==> config.mk <==
export PLATFORM = sky130hd
export DESIGN_NAME = ship_life_ctl
export DESIGN_NICKNAME = d
export VERILOG_FILES = /design/src/rtl/ship_life_ctl.sv
export SDC_FILE = /design/constraint.sdc
export NUM_CORES = 1
export LEC_CHECK = 0
export ABC_CLOCK_PERIOD_IN_PS = 2200
export BUFFER_PORTS_ARGS = -buffer_cell sky130_fd_sc_hd__clkbuf_2
export CAP_MARGIN = 10
export CORE_ASPECT_RATIO = 1.1
export CORE_MARGIN = 2
export CORE_UTILIZATION = 43
export DETAILED_ROUTE_END_ITERATION = 8
export PLACE_DENSITY = 0.64
export SYNTH_ARGS = -nofsm -noshare
export SYNTH_HDL_FRONTEND = slang
export SYNTH_SLANG_ARGS = --single-unit
==> constraint.sdc <==
create_clock -name pclk -period 2.2 [get_ports pclk]
set_input_delay 0.11 -clock pclk [delete_from_list [all_inputs] [get_ports pclk]]
set_output_delay 0.11 -clock pclk [all_outputs]
set_load 0.1 [all_outputs]
==> src/rtl/ship_life_ctl.sv <==
// Player ship life-cycle FSM: ALIVE -> EXPLODE -> RESPAWN -> ALIVE, or GAME_OVER, timed in vsync frames.
// Optional respawn blink is enabled by defining SHIP_BLINK_EN.
module ship_life_ctl #(
  parameter int LIVES_INIT     = 3,
  parameter int LIVES_W        = 3,
  parameter int EXPLODE_FRAMES = 60,
  parameter int INVULN_FRAMES  = 120,
  parameter int BLINK_FRAMES   = 8,
  parameter int CNT_W          = 8
) (
  input  logic               pclk,
  input  logic               rst,
  input  logic               vsync_in,
  input  logic               hit,
  input  logic               restart,
  output logic               ship_dead,
  output logic               ship_visible,
  output logic               invuln,
  output logic [LIVES_W-1:0] lives,
  output logic               game_over,
  output logic [1:0]         state
);

  typedef enum logic [1:0] {
    ST_ALIVE     = 2'd0,
    ST_EXPLODE   = 2'd1,
    ST_RESPAWN   = 2'd2,
    ST_GAME_OVER = 2'd3
  } state_t;

  localparam logic [LIVES_W-1:0] LIVES_RST    = LIVES_W'(LIVES_INIT);
  localparam logic [CNT_W-1:0]   EXPLODE_LAST = CNT_W'(EXPLODE_FRAMES - 1);
  localparam logic [CNT_W-1:0]   INVULN_LAST  = CNT_W'(INVULN_FRAMES - 1);

  if (LIVES_INIT < 1 || LIVES_INIT >= (1 << LIVES_W)) begin : g_bad_lives
    $error("ship_life_ctl: LIVES_INIT out of range");
  end
  if (EXPLODE_FRAMES < 1 || INVULN_FRAMES < 1 || BLINK_FRAMES < 1 ||
      EXPLODE_FRAMES > (1 << CNT_W) || INVULN_FRAMES > (1 << CNT_W) ||
      BLINK_FRAMES > (1 << CNT_W)) begin : g_bad_frames
    $error("ship_life_ctl: frame parameter out of range");
  end

  state_t           st;
  logic             vsync_q;
  logic [CNT_W-1:0] frame_cnt;
  logic             tick;

`ifdef SHIP_BLINK_EN
  localparam logic [CNT_W-1:0] BLINK_LAST = CNT_W'(BLINK_FRAMES - 1);
  logic [CNT_W-1:0] blink_cnt;
`endif

  assign tick  = vsync_in & ~vsync_q;
  assign state = st;

  // NOTE: every register below is assigned with <= so all of them see the same pre-edge values.
  always_ff @(posedge pclk) begin
    if (rst) begin
      st           <= ST_ALIVE;
      lives        <= LIVES_RST;
      ship_dead    <= 1'b0;
      ship_visible <= 1'b1;
      invuln       <= 1'b0;
      game_over    <= 1'b0;
      frame_cnt    <= '0;
      vsync_q      <= 1'b0;
`ifdef SHIP_BLINK_EN
      blink_cnt    <= '0;
`endif
    end else begin
      vsync_q <= vsync_in;
      case (st)
        // Leaving ALIVE on the same edge is what makes a held hit cost only one life.
        ST_ALIVE: begin
          if (hit) begin
            lives        <= lives - LIVES_W'(1);
            ship_dead    <= 1'b1;
            ship_visible <= 1'b0;
            frame_cnt    <= '0;
            if (lives == LIVES_W'(1)) begin
              st        <= ST_GAME_OVER;
              game_over <= 1'b1;
            end else begin
              st <= ST_EXPLODE;
            end
          end
        end

        ST_EXPLODE: begin
          if (tick) begin
            if (frame_cnt == EXPLODE_LAST) begin
              st           <= ST_RESPAWN;
              frame_cnt    <= '0;
              ship_dead    <= 1'b0;
              ship_visible <= 1'b1;
              invuln       <= 1'b1;
`ifdef SHIP_BLINK_EN
              blink_cnt    <= '0;
`endif
            end else begin
              frame_cnt <= frame_cnt + CNT_W'(1);
            end
          end
        end

        ST_RESPAWN: begin
          if (tick) begin
            if (frame_cnt == INVULN_LAST) begin
              st           <= ST_ALIVE;
              frame_cnt    <= '0;
              invuln       <= 1'b0;
              ship_visible <= 1'b1;
            end else begin
              frame_cnt <= frame_cnt + CNT_W'(1);
`ifdef SHIP_BLINK_EN
              if (blink_cnt == BLINK_LAST) begin
                blink_cnt    <= '0;
                ship_visible <= ~ship_visible;
              end else begin
                blink_cnt <= blink_cnt + CNT_W'(1);
              end
`endif
            end
          end
        end

        ST_GAME_OVER: begin
          if (restart) begin
            st           <= ST_ALIVE;
            lives        <= LIVES_RST;
            game_over    <= 1'b0;
            frame_cnt    <= '0;
            ship_dead    <= 1'b0;
            ship_visible <= 1'b1;
          end
        end

        default: st <= ST_ALIVE;
      endcase
    end
  end

endmodule

Word-level counts from Yosys, hierarchy flattened
Cells that the tools add are included.
Widths: inputs -> output; s select.
- register bits after elaboration: 18
- latch bits: 0
- bits in writable memories: 0
- ROM bits: 0
- bits of input ports: 5
- output and inout port bits: 9
- logic and storage cells: 71
- memories: 0
- $add $sub $neg: 2
- multipliers: 0
- div/mod/pow operators: 0
- order comparisons: 0
- equality and inequality tests: 13
- shift-type cells: 0
- muxes and demuxes: 36
- bitwise operators: 2
- reduce and logical (&&, ||, !) cells: 10
- operators by type and width (operator ; number):
    $mux 8 ; 6
    $pmux 8 s4 ; 1
    $mux 1 ; 14
    $mux 2 ; 7
    $ne 2x2->1 const B ; 7
    $reduce_and 5->1 ; 2
    $add 8x1->8 const B ; 1
    $eq 8x6->1 const B ; 1
    $eq 8x7->1 const B ; 1
    $pmux 2 s4 ; 1
    $reduce_and 4->1 ; 2
    $mux 3 ; 2
    $pmux 3 s2 ; 1
    $reduce_and 6->1 ; 1
    $eq 2x2->1 const B ; 2
    $pmux 1 s2 ; 2
    $pmux 1 s4 ; 1
    $reduce_bool 2->1 ; 2
    $eq 3x1->1 const B ; 1
    $pmux 1 s3 ; 1
    $reduce_and 3->1 ; 1
    $reduce_bool 3->1 ; 1
    $sub 3x1->3 const B ; 1
    $eq 2x1->1 const B ; 1
    other kinds (3) ; 3

Depth between registers and ports, before layout
Gate-level depths: netlist of the first run.
- depth after elaboration: 4
- depth in mapped cells: 8

Worst setup path after synthesis of the first run
OpenSTA, ideal clock, no wires.
- path kind: flip-flop to flip-flop
- from: reg st[0], in the netlist state[0]
- to: reg ship_visible
- setup time: 0.120 ns
- arrival: 2.372 ns
- required time: 2.080 ns
- path slack: -0.291 ns
- cell stages (with the launch flop): 8
- buffers on the path: 1
- period minus slack after synthesis: 2.491 ns
- cell sequence: dfxtp_1 -> inv_1 -> ha_1 -> buf_2 -> nand2b_1 -> o211a_2 -> nand3b_4 -> a211o_1
- word-level cells in the longest chain between the ends: 3
- elaborated cells on any way between the ends: 12
- those cells by class: eq/ne (9); mux (1); reduce/logical (2)
- ends and longest elaborated chain (element ; RTL line ; RTL):
    start, declared ; 44 ; state_t st;
    start signal, assigned ; 60 ; st <= ST_ALIVE;
    start signal, assigned ; 82 ; st <= ST_GAME_OVER;
    start signal, assigned ; 85 ; st <= ST_EXPLODE;
    $eq 2x2->1, or another cell as far along ; 73 ; case (st)
    $ne 2x2->1 (no line) ; - ;
    $reduce_and 6->1 (no line) ; - ;
    end signal, assigned ; 63 ; ship_visible <= 1'b1;
    end signal, assigned ; 79 ; ship_visible <= 1'b0;
    end signal, assigned ; 96 ; ship_visible <= 1'b1;
    end, declared ; 17 ; output logic ship_visible,
Parallel ways exist; a longest one is shown, timed or not.
A chain may end at the register's enable or synchronous reset.

Worst setup path in the final report of the first run
- from: reg st[0], in the netlist state[0]
- to: reg st[1], in the netlist state[1]
- word-level cells in the longest chain between the ends: 3
- elaborated cells on any way between the ends: 12
- those cells by class: eq/ne (9); mux (1); reduce/logical (2)
- ends and longest elaborated chain (element ; RTL line):
    $eq 2x2->1, or another cell as far along ; 73
    $ne 2x2->1 (no line) ; -
    $reduce_and 6->1 (no line) ; -
Parallel ways exist; a longest one is shown, timed or not.

==> results of run 1 <==
-- flip-flops by register name, summed over array words and instances (netlist names) --
register	count
lives	3
frame_cnt	8
state	2
ship_visible	1
vsync_q	1
ship_dead	1
invuln	1
game_over	1
-- per-layer routing --
layer / part of all wire, % / global-route usage (%)
met1: 48 / 24.4
met4: 1.7 / 7.89
met3: 2.5 / 2.66
met5: 0 / 0
met2: 47 / 30.6
-- cell usage in the layout, fill, tap and decap left out, types with 2 or more instances in the layout --
master and instances:
sky130_fd_sc_hd__a211oi_1 2, sky130_fd_sc_hd__a21oi_1 11, sky130_fd_sc_hd__a31oi_1 2, sky130_fd_sc_hd__clkbuf_2 13, sky130_fd_sc_hd__clkbuf_4 3, sky130_fd_sc_hd__dfxtp_1 16
sky130_fd_sc_hd__dfxtp_2 2, sky130_fd_sc_hd__ha_1 9, sky130_fd_sc_hd__inv_1 6, sky130_fd_sc_hd__nand2_1 11, sky130_fd_sc_hd__nand2b_1 5, sky130_fd_sc_hd__nand3_1 10
sky130_fd_sc_hd__nand4_1 2, sky130_fd_sc_hd__nor2_1 13, sky130_fd_sc_hd__nor2b_1 7, sky130_fd_sc_hd__nor3_1 2, sky130_fd_sc_hd__nor4_1 2, sky130_fd_sc_hd__o211ai_1 4
sky130_fd_sc_hd__o21a_1 3, sky130_fd_sc_hd__o21ai_1 4, sky130_fd_sc_hd__o22ai_1 2, sky130_fd_sc_hd__o31ai_1 2
-- power groups by stage --
stage	logic, mW	clock network (mW)	registers [mW]
finish	0.891	0.212	0.433
global placement	0.871	0	0.435
floorplan	0.395	0	0.791
global route	0.962	0.231	0.443
CTS	0.893	0.219	0.433
detailed placement	0.887	0	0.440
-- cell usage after synthesis (all sizes together) --
cell type	number
nand3	10
nor2	13
a21oi	12
dfxtp	18
buf	1
nand3b	3
o21ai	5
a211oi	2
o41ai	1
ha	9
inv	6
o31ai	2
a31oi	2
nand2b	5
nand4b	1
a21bo	1
or3	1
o22ai	2
nor3b	1
nor3	2
nor4	2
nand4	2
mux2i	1
nor2b	7
a211o	1
o211ai	5
nand4bb	1
clkbuf	1
o221ai	1
o211a	1
o21a	3
nand2	11
-- final cells by class --
cell class | count | area, sq um
clock buffers | 4 | 36.3
fillers | 245 | 1220
inverters | 6 | 22.5
multi-input cells | 107 | 701
flip-flops and latches | 18 | 363
well taps | 31 | 38.8
repair buffers | 13 | 65.1
-- how the worst max path moves through the flow --
stage               startpoint            to  slack (ns)  cells after the start
finish                state[0]      state[1]        0.36                      7
floorplan             state[0]  ship_visible         0.1                      7
global route          state[0]  frame_cnt[2]        0.22                      7
CTS                   state[0]      state[1]        0.38                      7
detailed placement    state[0]      state[1]        0.40                      7
global placement      state[0]  ship_visible        0.48                      6
-- cell families (layout without fill, tap and decap cells) --
group | count (synthesis) | after routing
simple gates | 59 | 59
fa+ha+maj | 9 | 9
flops | 18 | 18
compound gates | 38 | 38
mux | 1 | 1
buf+inv | 8 | 23
-- through the flow --
| stage | worst slack, ns | area, sq um |
|---|---|---|
| floorplan | 0.0982 | 1090 |
| global placement | 0.479 | 1190 |
| detailed placement | 0.399 | 1190 |
| CTS | 0.379 | 1230 |
| global route | 0.224 | 1230 |
| finish | 0.365 | 1230 |
==> flow_summary.html, run 1 <==
<table>
<tr><th>Metric</th><th>Value</th></tr>
<tr><th colspan="2">Global route</th></tr>
<tr><td>Global-route wire length before repair</td><td>4180 um</td></tr>
<tr><td>Grt total ovfl</td><td>0</td></tr>
<tr><td>Pin count of the biggest net entering global routing</td><td>17</td></tr>
<tr><td>Number of antenna violations at the first check in global routing</td><td>0</td></tr>
<tr><td>Number of global-route vias before repair</td><td>929</td></tr>
<tr><td>Total Routing Usage GR</td><td>18.8%</td></tr>
<tr><th colspan="2">STA</th></tr>
<tr><td>Aggregate negative setup slack</td><td>0 ns</td></tr>
<tr><td>Hold Fails Final Rpt</td><td>0</td></tr>
<tr><td>Final-report setup violation count</td><td>0</td></tr>
<tr><td>Fmax</td><td>545 MHz</td></tr>
<tr><td>Final-report max-slew violation count</td><td>0</td></tr>
<tr><td>Worst clock skew on the final layout</td><td>0.00425 ns</td></tr>
<tr><td>Final worst path period need</td><td>1.84 ns</td></tr>
<tr><td>Slew @ Worst Pin</td><td>0.542 ns</td></tr>
<tr><td>Setup repair after global routing missed its margin</td><td>false</td></tr>
<tr><td>Slew HR</td><td>64.0%</td></tr>
<tr><td>Final worst-path cycle share</td><td>83.4%</td></tr>
<tr><td>Worst hold margin</td><td>0.0452 ns</td></tr>
<tr><th colspan="2">Finish</th></tr>
<tr><td>Post-layout nets</td><td>163</td></tr>
<tr><td>Fraction of final layout cells with drive strength greater than 1</td><td>16.9%</td></tr>
<tr><td>Inserted Diodes</td><td>0</td></tr>
<tr><td>Area overhead of the layout relative to synthesis</td><td>12.3%</td></tr>
<tr><td>Filler-free cell count of the finished design</td><td>179</td></tr>
<tr><td>Utilization after layout</td><td>50.1%</td></tr>
<tr><th colspan="2">Power and ir drop</th></tr>
<tr><td>Pwr dens</td><td>1250 nW/um^2</td></tr>
<tr><td>Clock share of power</td><td>13.8%</td></tr>
<tr><td>Combinational share of power</td><td>58.0%</td></tr>
<tr><td>Leak</td><td>0.492 nW</td></tr>
<tr><td>Switching share of power</td><td>53.5%</td></tr>
<tr><td>Internal portion of total power</td><td>0.713 mW</td></tr>
<tr><td>Final Power</td><td>1.53 mW</td></tr>
<tr><td>IR Drop Worst-Case VDD</td><td>1.06 mV</td></tr>
<tr><td>Part of the total power dissipated in sequential elements</td><td>28.2%</td></tr>
<tr><td>Total net switching power</td><td>0.821 mW</td></tr>
<tr><th colspan="2">Critical path</th></tr>
<tr><td>Ordered cell list for the critical path</td><td>inv_1, ha_1, nor2_1, o211a_2, nand3b_4, a211oi_1, a211oi_1</td></tr>
<tr><td>Dominant cell type by count on the critical path</td><td>sky130_fd_sc_hd__a211oi_1</td></tr>
<tr><td>Startpoint type of the worst setup path</td><td>flip-flop</td></tr>
<tr><td>Family of cells with the greatest summed delay on the critical path</td><td>compound AO/OA/AOI/OAI gates</td></tr>
<tr><td>Buffers &amp; Inverters on Critical Path</td><td>1</td></tr>
<tr><td>Arrival time of data at the critical path endpoint</td><td>2.02 ns</td></tr>
<tr><td>Maximum net fanout on the critical path</td><td>7</td></tr>
<tr><td>Slowest cell delay on critical path</td><td>0.38 ns</td></tr>
<tr><td>Beginning of the worst register-to-register path</td><td>state[0]</td></tr>
<tr><td>Setup crit end kind</td><td>flip-flop</td></tr>
<tr><td>Critical Path RT</td><td>2.39 ns</td></tr>
<tr><td>Worst Reg2Reg Path Length in Cells</td><td>7</td></tr>
<tr><td>Reg-to-Reg End</td><td>state[1]</td></tr>
<tr><td>Worst Setup Path Type</td><td>reg -&gt; reg</td></tr>
<tr><td>Setup slack of the most critical reg-to-reg path</td><td>0.36 ns</td></tr>
<tr><td>Critical-path top delay cell</td><td>sky130_fd_sc_hd__dfxtp_2</td></tr>
<tr><th colspan="2">Clock tree</th></tr>
<tr><td>Clock Sinks</td><td>18</td></tr>
<tr><td>Post-cts gate resize count</td><td>0</td></tr>
<tr><td>Clock transition at path regs</td><td>0.11 ns</td></tr>
<tr><td>Cts-stage hold buffer count</td><td>0</td></tr>
<tr><td>Total number of H-tree levels</td><td>1</td></tr>
<tr><td>Setup bufs post-CTS</td><td>0</td></tr>
<tr><td>Maximum clock path buffer count</td><td>2</td></tr>
<tr><td>Number of buffers created by CTS</td><td>3</td></tr>
<tr><td>TritonCTS clock tree</td><td>built</td></tr>
<tr><td>Insertion delay of the later-clocked pin in the worst-skew pair</td><td>0.30 ns</td></tr>
<tr><td>Clock root buffer master</td><td>sky130_fd_sc_hd__clkbuf_4</td></tr>
<tr><th colspan="2">Routing</th></tr>
<tr><td>DRC violation count after routing</td><td>0</td></tr>
<tr><td>Vias post-DR</td><td>1004</td></tr>
<tr><td>Vias/cell</td><td>5.61</td></tr>
<tr><td>Detail Route Antenna Nets</td><td>0</td></tr>
<tr><td>Drt wl/cell</td><td>13.5 um</td></tr>
<tr><td>DRT Wirelength</td><td>2420 um</td></tr>
<tr><td>Iteration-0 DRC count of the detailed router</td><td>20</td></tr>
<tr><td>First-pass iteration count of the detailed router</td><td>4</td></tr>
<tr><th colspan="2">Yosys</th></tr>
<tr><td>Share of the synthesized area in compound gates (AO/OA/AOI/OAI)</td><td>23.4%</td></tr>
<tr><td>Count of distinct cell types in the synthesized netlist</td><td>37</td></tr>
<tr><td>Adder-cell share of the synthesized area</td><td>10.3%</td></tr>
<tr><td>Dominant combinational cell family by area after synthesis</td><td>simple AND/OR/NAND/NOR gates</td></tr>
<tr><td>Yosys top cell area share</td><td>33.0%</td></tr>
<tr><td>Synthesized net count</td><td>147</td></tr>
<tr><td>Multiplexer share of the synthesized area</td><td>0.916%</td></tr>
<tr><td>Cell area after synthesis</td><td>1090 sq um</td></tr>
<tr><td>Warnings from Yosys</td><td>0</td></tr>
<tr><td>Largest area contributor in the netlist</td><td>sky130_fd_sc_hd__dfxtp_1</td></tr>
<tr><td>Post-Syn Instances</td><td>133</td></tr>
<tr><td>Largest cells by area after synthesis</td><td>sky130_fd_sc_hd__dfxtp_1 (33%), sky130_fd_sc_hd__ha_1 (10%), sky130_fd_sc_hd__a21oi_1 (5.0%), sky130_fd_sc_hd__nand3_1 (4.6%), sky130_fd_sc_hd__nor2_1 (4.5%)</td></tr>
<tr><td>Number of storage elements in the synthesis netlist</td><td>18</td></tr>
<tr><td>Share of synthesized area occupied by flip-flops and latches</td><td>33.0%</td></tr>
<tr><td>Post-Synth Simple-Gate Area</td><td>29.6%</td></tr>
<tr><td>Parity-gate share of the synthesized area counting xor and xnor cells</td><td>0%</td></tr>
<tr><td>Synth Area per Inst</td><td>8.21 sq um</td></tr>
<tr><th colspan="2">Die</th></tr>
<tr><td>Die Span X</td><td>52.1 um</td></tr>
<tr><td>Initial standard-cell utilization of the core</td><td>44.6%</td></tr>
<tr><td>Die Ht</td><td>56.9 um</td></tr>
<tr><td># IOs</td><td>14</td></tr>
<tr><td>Total core area</td><td>2450 sq um</td></tr>
<tr><td>Number of rows created at floorplan</td><td>19</td></tr>
<tr><td>Die area</td><td>2960 sq um</td></tr>
<tr><th colspan="2">Worst hold path</th></tr>
<tr><td>Classification of the worst-slack hold path</td><td>in -&gt; reg</td></tr>
<tr><td>Hold-critical path endpoint</td><td>vsync_q</td></tr>
<tr><td>Start point of the worst min-delay path</td><td>vsync_in</td></tr>
<tr><td>Number of cells on the worst hold path</td><td>2</td></tr>
<tr><th colspan="2">Place</th></tr>
<tr><td>Inst Count DP</td><td>175</td></tr>
<tr><td>Last weighted congestion value of the routability-driven placer</td><td>0.844</td></tr>
<tr><td>Port Buffer Count</td><td>13</td></tr>
<tr><td>Post-detail-place hpwl</td><td>1770 um</td></tr>
<tr><th colspan="2">Job</th></tr>
<tr><td>Maximum capacitance violations</td><td>0</td></tr>
<tr><th colspan="2">Outcome</th></tr>
<tr><td>Result of the run</td><td>complete, no violations</td></tr>
</table>
No activity file was read; power rests on OpenSTA's default activity.
==> inputs of run 2 (changes only) <==
--- a/config.mk
+++ b/config.mk
@@ -5,7 +5,7 @@
 export SDC_FILE = /design/constraint.sdc
 export NUM_CORES = 1
 export LEC_CHECK = 0
-export ABC_CLOCK_PERIOD_IN_PS = 2200
+export ABC_CLOCK_PERIOD_IN_PS = 1700
 export BUFFER_PORTS_ARGS = -buffer_cell sky130_fd_sc_hd__clkbuf_2
 export CAP_MARGIN = 10
 export CORE_ASPECT_RATIO = 1.1
==> constraint.sdc (replaced) <==
create_clock -name pclk -period 1.7 [get_ports pclk]
set_input_delay 0.085 -clock pclk [delete_from_list [all_inputs] [get_ports pclk]]
set_output_delay 0.085 -clock pclk [all_outputs]
set_load 0.1 [all_outputs]
==> flow_summary.html, run 2 (synthesis results as in run 1) <==
<table>
<tr><th>Metric</th><th>Value</th></tr>
<tr><th colspan="2">Clock tree</th></tr>
<tr><td>Clock Sinks</td><td>18 (unchanged)</td></tr>
<tr><td>TritonCTS clock tree</td><td>built</td></tr>
<tr><td>Cts-stage hold buffer count</td><td>0 (unchanged)</td></tr>
<tr><td>Setup bufs post-CTS</td><td>0 (unchanged)</td></tr>
<tr><td>Maximum clock path buffer count</td><td>2 (unchanged)</td></tr>
<tr><td>Post-cts gate resize count</td><td>0 (unchanged)</td></tr>
<tr><td>Insertion delay of the later-clocked pin in the worst-skew pair</td><td>0.30 ns (about the same)</td></tr>
<tr><td>Number of buffers created by CTS</td><td>3 (unchanged)</td></tr>
<tr><td>Clock root buffer master</td><td>sky130_fd_sc_hd__clkbuf_4</td></tr>
<tr><td>Total number of H-tree levels</td><td>1 (unchanged)</td></tr>
<tr><td>Clock transition at path regs</td><td>0.10 ns (about the same)</td></tr>
<tr><th colspan="2">Global route</th></tr>
<tr><td>Global-route wire length before repair</td><td>3820 um (-8.8%)</td></tr>
<tr><td>Grt total ovfl</td><td>0 (unchanged)</td></tr>
<tr><td>Pin count of the biggest net entering global routing</td><td>17 (unchanged)</td></tr>
<tr><td>Total Routing Usage GR</td><td>16.5% (-2.3 points)</td></tr>
<tr><td>Number of antenna violations at the first check in global routing</td><td>0 (unchanged)</td></tr>
<tr><td>Number of global-route vias before repair</td><td>887 (-4.5%)</td></tr>
<tr><th colspan="2">Job</th></tr>
<tr><td>Maximum capacitance violations</td><td>0 (unchanged)</td></tr>
<tr><th colspan="2">Power and ir drop</th></tr>
<tr><td>IR Drop Worst-Case VDD</td><td>1.25 mV (+17%)</td></tr>
<tr><td>Leak</td><td>0.516 nW (+5.0%)</td></tr>
<tr><td>Pwr dens</td><td>1560 nW/um^2 (+25%)</td></tr>
<tr><th colspan="2">Finish</th></tr>
<tr><td>Area used by multi-input combinational logic</td><td>759 sq um (+8.4%)</td></tr>
<tr><td>Fraction of final layout cells with drive strength greater than 1</td><td>27.6% (+11 points)</td></tr>
<tr><td>Register containing the most flip-flops in the final layout</td><td>frame_cnt</td></tr>
<tr><td>Inserted Diodes</td><td>0 (unchanged)</td></tr>
<tr><td>Utilization after layout</td><td>53.8% (+3.7 points)</td></tr>
<tr><td>Commonest cells after routing, fill and taps aside</td><td>sky130_fd_sc_hd__dfxtp_1 (13), sky130_fd_sc_hd__clkbuf_2 (13), sky130_fd_sc_hd__nor2_1 (11), sky130_fd_sc_hd__a21oi_1 (11), sky130_fd_sc_hd__nand2_1 (11)</td></tr>
<tr><td>Number of filler cells placed in the layout</td><td>225 (-8.2%)</td></tr>
<tr><td>Max FFs per register</td><td>8 (unchanged)</td></tr>
<tr><td>Sequential cell area in the final layout</td><td>372 sq um (+2.4%)</td></tr>
<tr><td>Area overhead of the layout relative to synthesis</td><td>20.5%</td></tr>
<tr><td>Post-layout nets</td><td>167 (+2.5%)</td></tr>
<tr><td>Filler-free cell count of the finished design</td><td>183 (+2.2%)</td></tr>
<tr><th colspan="2">Worst hold path</th></tr>
<tr><td>Classification of the worst-slack hold path</td><td>in -&gt; reg</td></tr>
<tr><td>Hold-critical path endpoint</td><td>vsync_q</td></tr>
<tr><td>Start point of the worst min-delay path</td><td>vsync_in</td></tr>
<tr><td>Number of cells on the worst hold path</td><td>2 (unchanged)</td></tr>
<tr><th colspan="2">Critical path</th></tr>
<tr><td>Critical Path RT</td><td>1.90 ns (-0.49 ns)</td></tr>
<tr><td>Worst Reg2Reg Path Length in Cells</td><td>5 (-2)</td></tr>
<tr><td>Startpoint type of the worst setup path</td><td>flip-flop</td></tr>
<tr><td>Reg-to-Reg End</td><td>ship_visible</td></tr>
<tr><td>Arrival time of data at the critical path endpoint</td><td>1.81 ns (-0.21 ns)</td></tr>
<tr><td>Worst Setup Path Type</td><td>reg -&gt; reg</td></tr>
<tr><td>Beginning of the worst register-to-register path</td><td>frame_cnt[1]</td></tr>
<tr><td>Maximum net fanout on the critical path</td><td>5 (-2)</td></tr>
<tr><td>Setup slack of the most critical reg-to-reg path</td><td>0.09 ns (-0.27 ns)</td></tr>
<tr><td>Setup crit end kind</td><td>flip-flop</td></tr>
<tr><th colspan="2">Place</th></tr>
<tr><td>Post-detail-place hpwl</td><td>1660 um (-6.2%)</td></tr>
<tr><td>Inst Count DP</td><td>179 (+2.3%)</td></tr>
<tr><td>Last weighted congestion value of the routability-driven placer</td><td>0.783 (-7.2%)</td></tr>
<tr><td>Port Buffer Count</td><td>13 (unchanged)</td></tr>
<tr><th colspan="2">Routing</th></tr>
<tr><td>First-pass iteration count of the detailed router</td><td>4 (unchanged)</td></tr>
<tr><td>Vias post-DR</td><td>1024 (+2.0%)</td></tr>
<tr><td>Vias/cell</td><td>5.60 (-0.24%)</td></tr>
<tr><td>Drt wl/cell</td><td>12.1 um (-11%)</td></tr>
<tr><td>Iteration-0 DRC count of the detailed router</td><td>18 (-10%)</td></tr>
<tr><td>DRC violation count after routing</td><td>0 (unchanged)</td></tr>
<tr><td>Detail Route Antenna Nets</td><td>0 (unchanged)</td></tr>
<tr><td>DRT Wirelength</td><td>2210 um (-8.6%)</td></tr>
<tr><th colspan="2">STA</th></tr>
<tr><td>Setup repair after global routing missed its margin</td><td>false</td></tr>
<tr><td>Fmax</td><td>621 MHz (+14%)</td></tr>
<tr><td>Final-report setup violation count</td><td>0 (unchanged)</td></tr>
<tr><td>Hold Fails Final Rpt</td><td>0 (unchanged)</td></tr>
<tr><td>Worst hold margin</td><td>0.0494 ns (+0.00422 ns)</td></tr>
<tr><td>Worst clock skew on the final layout</td><td>0.00331 ns (-0.000939 ns)</td></tr>
<tr><td>Slew HR</td><td>64.1% (+0.071 points)</td></tr>
<tr><td>Final worst path period need</td><td>1.61 ns (-0.226 ns)</td></tr>
<tr><td>Final-report max-slew violation count</td><td>0 (unchanged)</td></tr>
<tr><td>Final worst-path cycle share</td><td>94.7% (+11 points)</td></tr>
<tr><td>Slew @ Worst Pin</td><td>0.541 ns (-0.00106 ns)</td></tr>
<tr><th colspan="2">Die</th></tr>
<tr><td>Die Span X</td><td>52.1 um (unchanged)</td></tr>
<tr><td># IOs</td><td>14 (unchanged)</td></tr>
<tr><td>Number of rows created at floorplan</td><td>19 (unchanged)</td></tr>
<tr><td>Total core area</td><td>2450 sq um (unchanged)</td></tr>
<tr><td>Die Ht</td><td>56.9 um (unchanged)</td></tr>
<tr><td>Die area</td><td>2960 sq um (unchanged)</td></tr>
<tr><td>Initial standard-cell utilization of the core</td><td>44.6% (unchanged)</td></tr>
<tr><th colspan="2">Outcome</th></tr>
<tr><td>Result of the run</td><td>complete, no violations</td></tr>
</table>
[run 2: cell count changes in the layout (fill, tap and decap cells not counted), sizes merged]
cell	delta
buf	+4
[run 2: worst max-delay path by stage]
stage / start / to / cells past startpoint
2_1_floorplan: state[0] / ship_visible / 6
3_3_place_gp: frame_cnt[0] / ship_visible / 5
3_5_place_dp: state[0] / ship_visible / 6
4_1_cts: state[0] / ship_visible / 6
5_1_grt: frame_cnt[1] / ship_visible / 5
6_report: frame_cnt[1] / ship_visible / 5
[run 2: through the flow]
| stage | instance area (sq um) | setup slack (ns) | total power [mW] | TNS (ns) |
|---|---|---|---|---|
| finish | 1320 | 0.0905 | 2.06 | 0 |
| global placement | 1250 | 0.0872 | 1.78 | 0 |
| floorplan | 1130 | -0.0461 | 1.60 | -0.0461 |
| detailed placement | 1250 | 0.0641 | 1.80 | 0 |
| CTS | 1280 | 0.0487 | 2.03 | 0 |
| global route | 1320 | 0.00304 | 2.20 | 0 |
[run 2: per-layer routing]
metal	track usage, %	routed length, um	vias to the layer above
met5	0	0	-
met2	26.2	1050	15
met4	5.64	46	0
met1	22.5	1050	477
li1	-	-	528
met3	2.39	63	4
[run 2: power by group]
| group | leakage (nW) | internal, mW | total [mW] | switching, mW |
|---|---|---|---|---|
| Combinational | 0.353 | 0.371 | 1.26 | 0.888 |
| Clock | 0.0150 | 0.0915 | 0.226 | 0.134 |
| Sequential | 0.148 | 0.506 | 0.575 | 0.0691 |
[run 2: layout make-up]
cell class	instances	share of cell area, %
clock buffers	4	2.00
inverters	6	1.90
multi-input cells	107	57.7
flip-flops and latches	18	28.2
well taps	31	2.95
repair buffers	17	7.22
[run 2: worst max-delay path, stage by stage, from the launching register on]
cell                        delay (ns)
sky130_fd_sc_hd__dfxtp_1          0.37
sky130_fd_sc_hd__ha_2             0.22
sky130_fd_sc_hd__nand4bb_1        0.17
sky130_fd_sc_hd__o21a_1           0.26
sky130_fd_sc_hd__nand3b_4         0.20
sky130_fd_sc_hd__a211o_1          0.30
==> inputs of run 3 (changes only) <==
==> config.mk (replaced) <==
export PLATFORM = sky130hd
export DESIGN_NAME = ship_life_ctl
export DESIGN_NICKNAME = d
export VERILOG_FILES = /design/src/rtl/ship_life_ctl.sv
export SDC_FILE = /design/constraint.sdc
export NUM_CORES = 1
export LEC_CHECK = 0
export ABC_CLOCK_PERIOD_IN_PS = 1850
export BUFFER_PORTS_ARGS = -buffer_cell sky130_fd_sc_hd__clkbuf_2
export CAP_MARGIN = 10
export CELL_PAD_IN_SITES_DETAIL_PLACEMENT = 1
export CELL_PAD_IN_SITES_GLOBAL_PLACEMENT = 2
export CORE_ASPECT_RATIO = 1.1
export CORE_MARGIN = 2
export CORE_UTILIZATION = 33
export DETAILED_ROUTE_END_ITERATION = 8
export PLACE_DENSITY = 0.79
export SYNTH_ARGS = -nofsm -noshare
export SYNTH_HDL_FRONTEND = slang
export SYNTH_SLANG_ARGS = --single-unit
==> constraint.sdc (replaced) <==
create_clock -name pclk -period 1.85 [get_ports pclk]
set_input_delay 0.0925 -clock pclk [delete_from_list [all_inputs] [get_ports pclk]]
set_output_delay 0.0925 -clock pclk [all_outputs]
set_load 0.1 [all_outputs]
==> flow_summary.html, run 3 (synthesis results as in run 1) <==
<table>
<tr><th>Metric</th><th>Value</th></tr>
<tr><th colspan="2">Place</th></tr>
<tr><td>Post-detail-place hpwl</td><td>2050 um (+24%)</td></tr>
<tr><td>Area of placed instances</td><td>1240 sq um (-1.1%)</td></tr>
<tr><td>Last weighted congestion value of the routability-driven placer</td><td>0.831 (+6.1%)</td></tr>
<tr><td>Worst slack after detailed placement</td><td>0.0798 ns (+0.0158 ns)</td></tr>
<tr><td>Port Buffer Count</td><td>13 (unchanged)</td></tr>
<tr><td>Inst Count DP</td><td>182 (+1.7%)</td></tr>
<tr><th colspan="2">STA</th></tr>
<tr><td>Final worst path period need</td><td>1.70 ns (+0.0902 ns)</td></tr>
<tr><td>Worst clock skew on the final layout</td><td>0.00821 ns (+0.00491 ns)</td></tr>
<tr><td>Post-layout worst setup margin</td><td>0.150 ns (+0.0598 ns)</td></tr>
<tr><td>Fmax</td><td>588 MHz (-5.3%)</td></tr>
<tr><td>Final worst-path cycle share</td><td>91.9% (-2.8 points)</td></tr>
<tr><td>Final-report setup violation count</td><td>0 (unchanged)</td></tr>
<tr><td>Hold Fails Final Rpt</td><td>0 (unchanged)</td></tr>
<tr><td>Slew HR</td><td>64.0% (-0.13 points)</td></tr>
<tr><td>Slew @ Worst Pin</td><td>0.543 ns (+0.00196 ns)</td></tr>
<tr><td>Setup repair after global routing missed its margin</td><td>false</td></tr>
<tr><td>Final-report max-slew violation count</td><td>0 (unchanged)</td></tr>
<tr><th colspan="2">Finish</th></tr>
<tr><td>Number of filler cells placed in the layout</td><td>401 (+78%)</td></tr>
<tr><td>Area overhead of the layout relative to synthesis</td><td>17.4%</td></tr>
<tr><td>Utilization after layout</td><td>41.4% (-12 points)</td></tr>
<tr><td>Register containing the most flip-flops in the final layout</td><td>frame_cnt</td></tr>
<tr><td>Most common cell after layout, fill and taps aside</td><td>sky130_fd_sc_hd__dfxtp_1</td></tr>
<tr><td>Post-layout nets</td><td>167 (unchanged)</td></tr>
<tr><td>Cell area after layout</td><td>1280 sq um (-2.6%)</td></tr>
<tr><td>Filler-free cell count of the finished design</td><td>186 (+1.6%)</td></tr>
<tr><td>Inserted Diodes</td><td>0 (unchanged)</td></tr>
<tr><td>Max FFs per register</td><td>8 (unchanged)</td></tr>
<tr><td>Commonest cells after routing, fill and taps aside</td><td>sky130_fd_sc_hd__dfxtp_1 (14), sky130_fd_sc_hd__clkbuf_2 (13), sky130_fd_sc_hd__nor2_1 (12), sky130_fd_sc_hd__a21oi_1 (11), sky130_fd_sc_hd__nand2_1 (11)</td></tr>
<tr><td>Fraction of final layout cells with drive strength greater than 1</td><td>21.1% (-6.6 points)</td></tr>
<tr><th colspan="2">Critical path</th></tr>
<tr><td>Ordered cell list for the critical path</td><td>ha_1, nand4bb_1, o21a_1, nand3b_4, a211o_1</td></tr>
<tr><td>Setup crit end kind</td><td>flip-flop</td></tr>
<tr><td>Family of cells with the greatest summed delay on the critical path</td><td>compound AO/OA/AOI/OAI gates</td></tr>
<tr><td>Critical-path top delay cell</td><td>sky130_fd_sc_hd__dfxtp_1</td></tr>
<tr><td>Launching element of the worst setup path</td><td>frame_cnt[0]</td></tr>
<tr><td>Critical Path RT</td><td>2.05 ns (+0.15 ns)</td></tr>
<tr><td>Number of gates on the worst path with buffers counted</td><td>5 (unchanged)</td></tr>
<tr><td>Arrival time of data at the critical path endpoint</td><td>1.90 ns (+0.09 ns)</td></tr>
<tr><td>Reg-to-Reg End</td><td>ship_visible</td></tr>
<tr><td>Slowest cell delay on critical path</td><td>0.40 ns (+0.03 ns)</td></tr>
<tr><td>Startpoint type of the worst setup path</td><td>flip-flop</td></tr>
<tr><td>Setup slack of the most critical reg-to-reg path</td><td>0.15 ns (+0.06 ns)</td></tr>
<tr><td>Worst Setup Path Type</td><td>reg -&gt; reg</td></tr>
<tr><td>Worst Reg2Reg Path Length in Cells</td><td>5 (unchanged)</td></tr>
<tr><td>Buffers &amp; Inverters on Critical Path</td><td>0 (unchanged)</td></tr>
<tr><td>Endpoint of the most critical setup path</td><td>ship_visible</td></tr>
<tr><td>Maximum net fanout on the critical path</td><td>5 (unchanged)</td></tr>
<tr><td>Beginning of the worst register-to-register path</td><td>frame_cnt[0]</td></tr>
<tr><th colspan="2">Global route</th></tr>
<tr><td>Number of antenna violations at the first check in global routing</td><td>0 (unchanged)</td></tr>
<tr><td>Global-route wire length before repair</td><td>4730 um (+24%)</td></tr>
<tr><td>Total Routing Usage GR</td><td>16.2% (-0.37 points)</td></tr>
<tr><td>Grt total ovfl</td><td>0 (unchanged)</td></tr>
<tr><td>Number of global-route vias before repair</td><td>1041 (+17%)</td></tr>
<tr><td>Pin count of the biggest net entering global routing</td><td>17 (unchanged)</td></tr>
<tr><th colspan="2">Power and ir drop</th></tr>
<tr><td>Switching share of power</td><td>52.6% (-0.39 points)</td></tr>
<tr><td>Leak</td><td>0.515 nW (-0.32%)</td></tr>
<tr><td>Internal portion of total power</td><td>0.902 mW (-6.8%)</td></tr>
<tr><td>Total net switching power</td><td>1.00 mW (-8.3%)</td></tr>
<tr><td>Part of the total power dissipated in sequential elements</td><td>27.5% (-0.4 points)</td></tr>
<tr><td>Pwr dens</td><td>1480 nW/um^2 (-5.2%)</td></tr>
<tr><td>IR Drop Worst-Case VDD</td><td>0.329 mV (-74%)</td></tr>
<tr><td>Clock share of power</td><td>13.3% (+2.3 points)</td></tr>
<tr><td>Combinational share of power</td><td>59.2% (-1.9 points)</td></tr>
<tr><th colspan="2">Routing</th></tr>
<tr><td>Vias/cell</td><td>5.63 (+0.60%)</td></tr>
<tr><td>First-pass iteration count of the detailed router</td><td>8 (+4)</td></tr>
<tr><td>DRC violation count after routing</td><td>1 (+1)</td></tr>
<tr><td>Detail Route Antenna Nets</td><td>0 (unchanged)</td></tr>
<tr><td>Iteration-0 DRC count of the detailed router</td><td>37 (+19)</td></tr>
<tr><td>Vias post-DR</td><td>1047 (+2.2%)</td></tr>
<tr><td>Drt wl/cell</td><td>14.6 um (+21%)</td></tr>
<tr><td>DRT Wirelength</td><td>2720 um (+23%)</td></tr>
<tr><th colspan="2">Die</th></tr>
<tr><td># IOs</td><td>14 (unchanged)</td></tr>
<tr><td>Die Ht</td><td>64.3 um (+13%)</td></tr>
<tr><td>Total core area</td><td>3100 sq um (+27%)</td></tr>
<tr><td>Die Span X</td><td>58.9 um (+13%)</td></tr>
<tr><td>Number of rows created at floorplan</td><td>21 (+2)</td></tr>
<tr><td>Die area</td><td>3790 sq um (+28%)</td></tr>
<tr><td>Initial standard-cell utilization of the core</td><td>35.2% (-9.4 points)</td></tr>
<tr><th colspan="2">Clock tree</th></tr>
<tr><td>Maximum clock path buffer count</td><td>2 (unchanged)</td></tr>
<tr><td>Clock transition at path regs</td><td>0.11 ns (about the same)</td></tr>
<tr><td>Number of buffers created by CTS</td><td>3 (unchanged)</td></tr>
<tr><td>Setup bufs post-CTS</td><td>0 (unchanged)</td></tr>
<tr><td>Total number of H-tree levels</td><td>1 (unchanged)</td></tr>
<tr><td>Cts-stage hold buffer count</td><td>0 (unchanged)</td></tr>
<tr><td>TritonCTS clock tree</td><td>built</td></tr>
<tr><td>Insertion delay of the later-clocked pin in the worst-skew pair</td><td>0.31 ns (about the same)</td></tr>
<tr><td>Clock root buffer master</td><td>sky130_fd_sc_hd__clkbuf_4</td></tr>
<tr><td>Clock Sinks</td><td>18 (unchanged)</td></tr>
<tr><th colspan="2">Job</th></tr>
<tr><td>Maximum capacitance violations</td><td>0 (unchanged)</td></tr>
<tr><th colspan="2">Worst hold path</th></tr>
<tr><td>Classification of the worst-slack hold path</td><td>in -&gt; reg</td></tr>
<tr><td>Number of cells on the worst hold path</td><td>2 (unchanged)</td></tr>
<tr><th colspan="2">Outcome</th></tr>
<tr><td>Result of the run</td><td>finished with violations</td></tr>
<tr><td>Violations in the final reports</td><td>design-rule violations</td></tr>
</table>
-- run 3: metrics by stage --
step           TNS (ns)  total power [mW]  hold WS, ns
6_report              0              1.90       0.0202
5_1_grt               0              2.04       0.0206
4_1_cts               0              1.92       0.0129
3_5_place_dp          0              1.65        0.344
3_3_place_gp          0              1.63        0.338
2_1_floorplan   -0.0203              1.43        0.164
-- run 3: area by class of cell --
| cell class | count | area, sq um | share of cell area (%) |
|---|---|---|---|
| clock buffers | 4 | 36.3 | 2.83 |
| flip-flops and latches | 18 | 370 | 28.9 |
| inverters | 6 | 22.5 | 1.76 |
| repair buffers | 17 | 95.1 | 7.41 |
| multi-input cells | 107 | 716 | 55.8 |
| well taps | 34 | 42.5 | 3.32 |
-- run 3: how the worst min path moves through the flow --
| stage | from | end | slack (ns) |
|---|---|---|---|
| 6_report | vsync_in | vsync_q | 0.02 |
| 2_1_floorplan | rst | vsync_q | 0.16 |
| 4_1_cts | vsync_in | vsync_q | 0.01 |
| 3_5_place_dp | vsync_in | vsync_q | 0.34 |
| 5_1_grt | vsync_in | vsync_q | 0.02 |
| 3_3_place_gp | vsync_in | vsync_q | 0.34 |
-- run 3: worst register-to-register path, stage by stage (launching register included) --
cell and delay (ns):
sky130_fd_sc_hd__dfxtp_1 0.40, sky130_fd_sc_hd__ha_1 0.26, sky130_fd_sc_hd__nand4bb_1 0.18, sky130_fd_sc_hd__o21a_1 0.25, sky130_fd_sc_hd__nand3b_4 0.20, sky130_fd_sc_hd__a211o_1 0.30
-- run 3: power by group through the flow --
| stage | registers [mW] | clock network [mW] | logic, mW |
|---|---|---|---|
| 2_1_floorplan | 0.949 | 0 | 0.481 |
| 3_3_place_gp | 0.527 | 0 | 1.11 |
| 3_5_place_dp | 0.534 | 0 | 1.12 |
| 4_1_cts | 0.524 | 0.270 | 1.13 |
| 5_1_grt | 0.534 | 0.284 | 1.23 |
| 6_report | 0.523 | 0.253 | 1.13 |
-- run 3: repair_timing --
action,CTS,global route
hold endpoints to repair,0,0
endpoints found under the setup margin,0,5
gates resized for setup,0,2
-- run 3: routing by layer --
metal,part of all wire [%],vias up,wire (um),global-route usage (%)
met1,45,509,1240,19.3
met3,2.0,4,55,1.82
met5,0,-,0,0
li1,-,524,-,-
met4,2.2,0,59,8.52
met2,50,10,1370,27.6
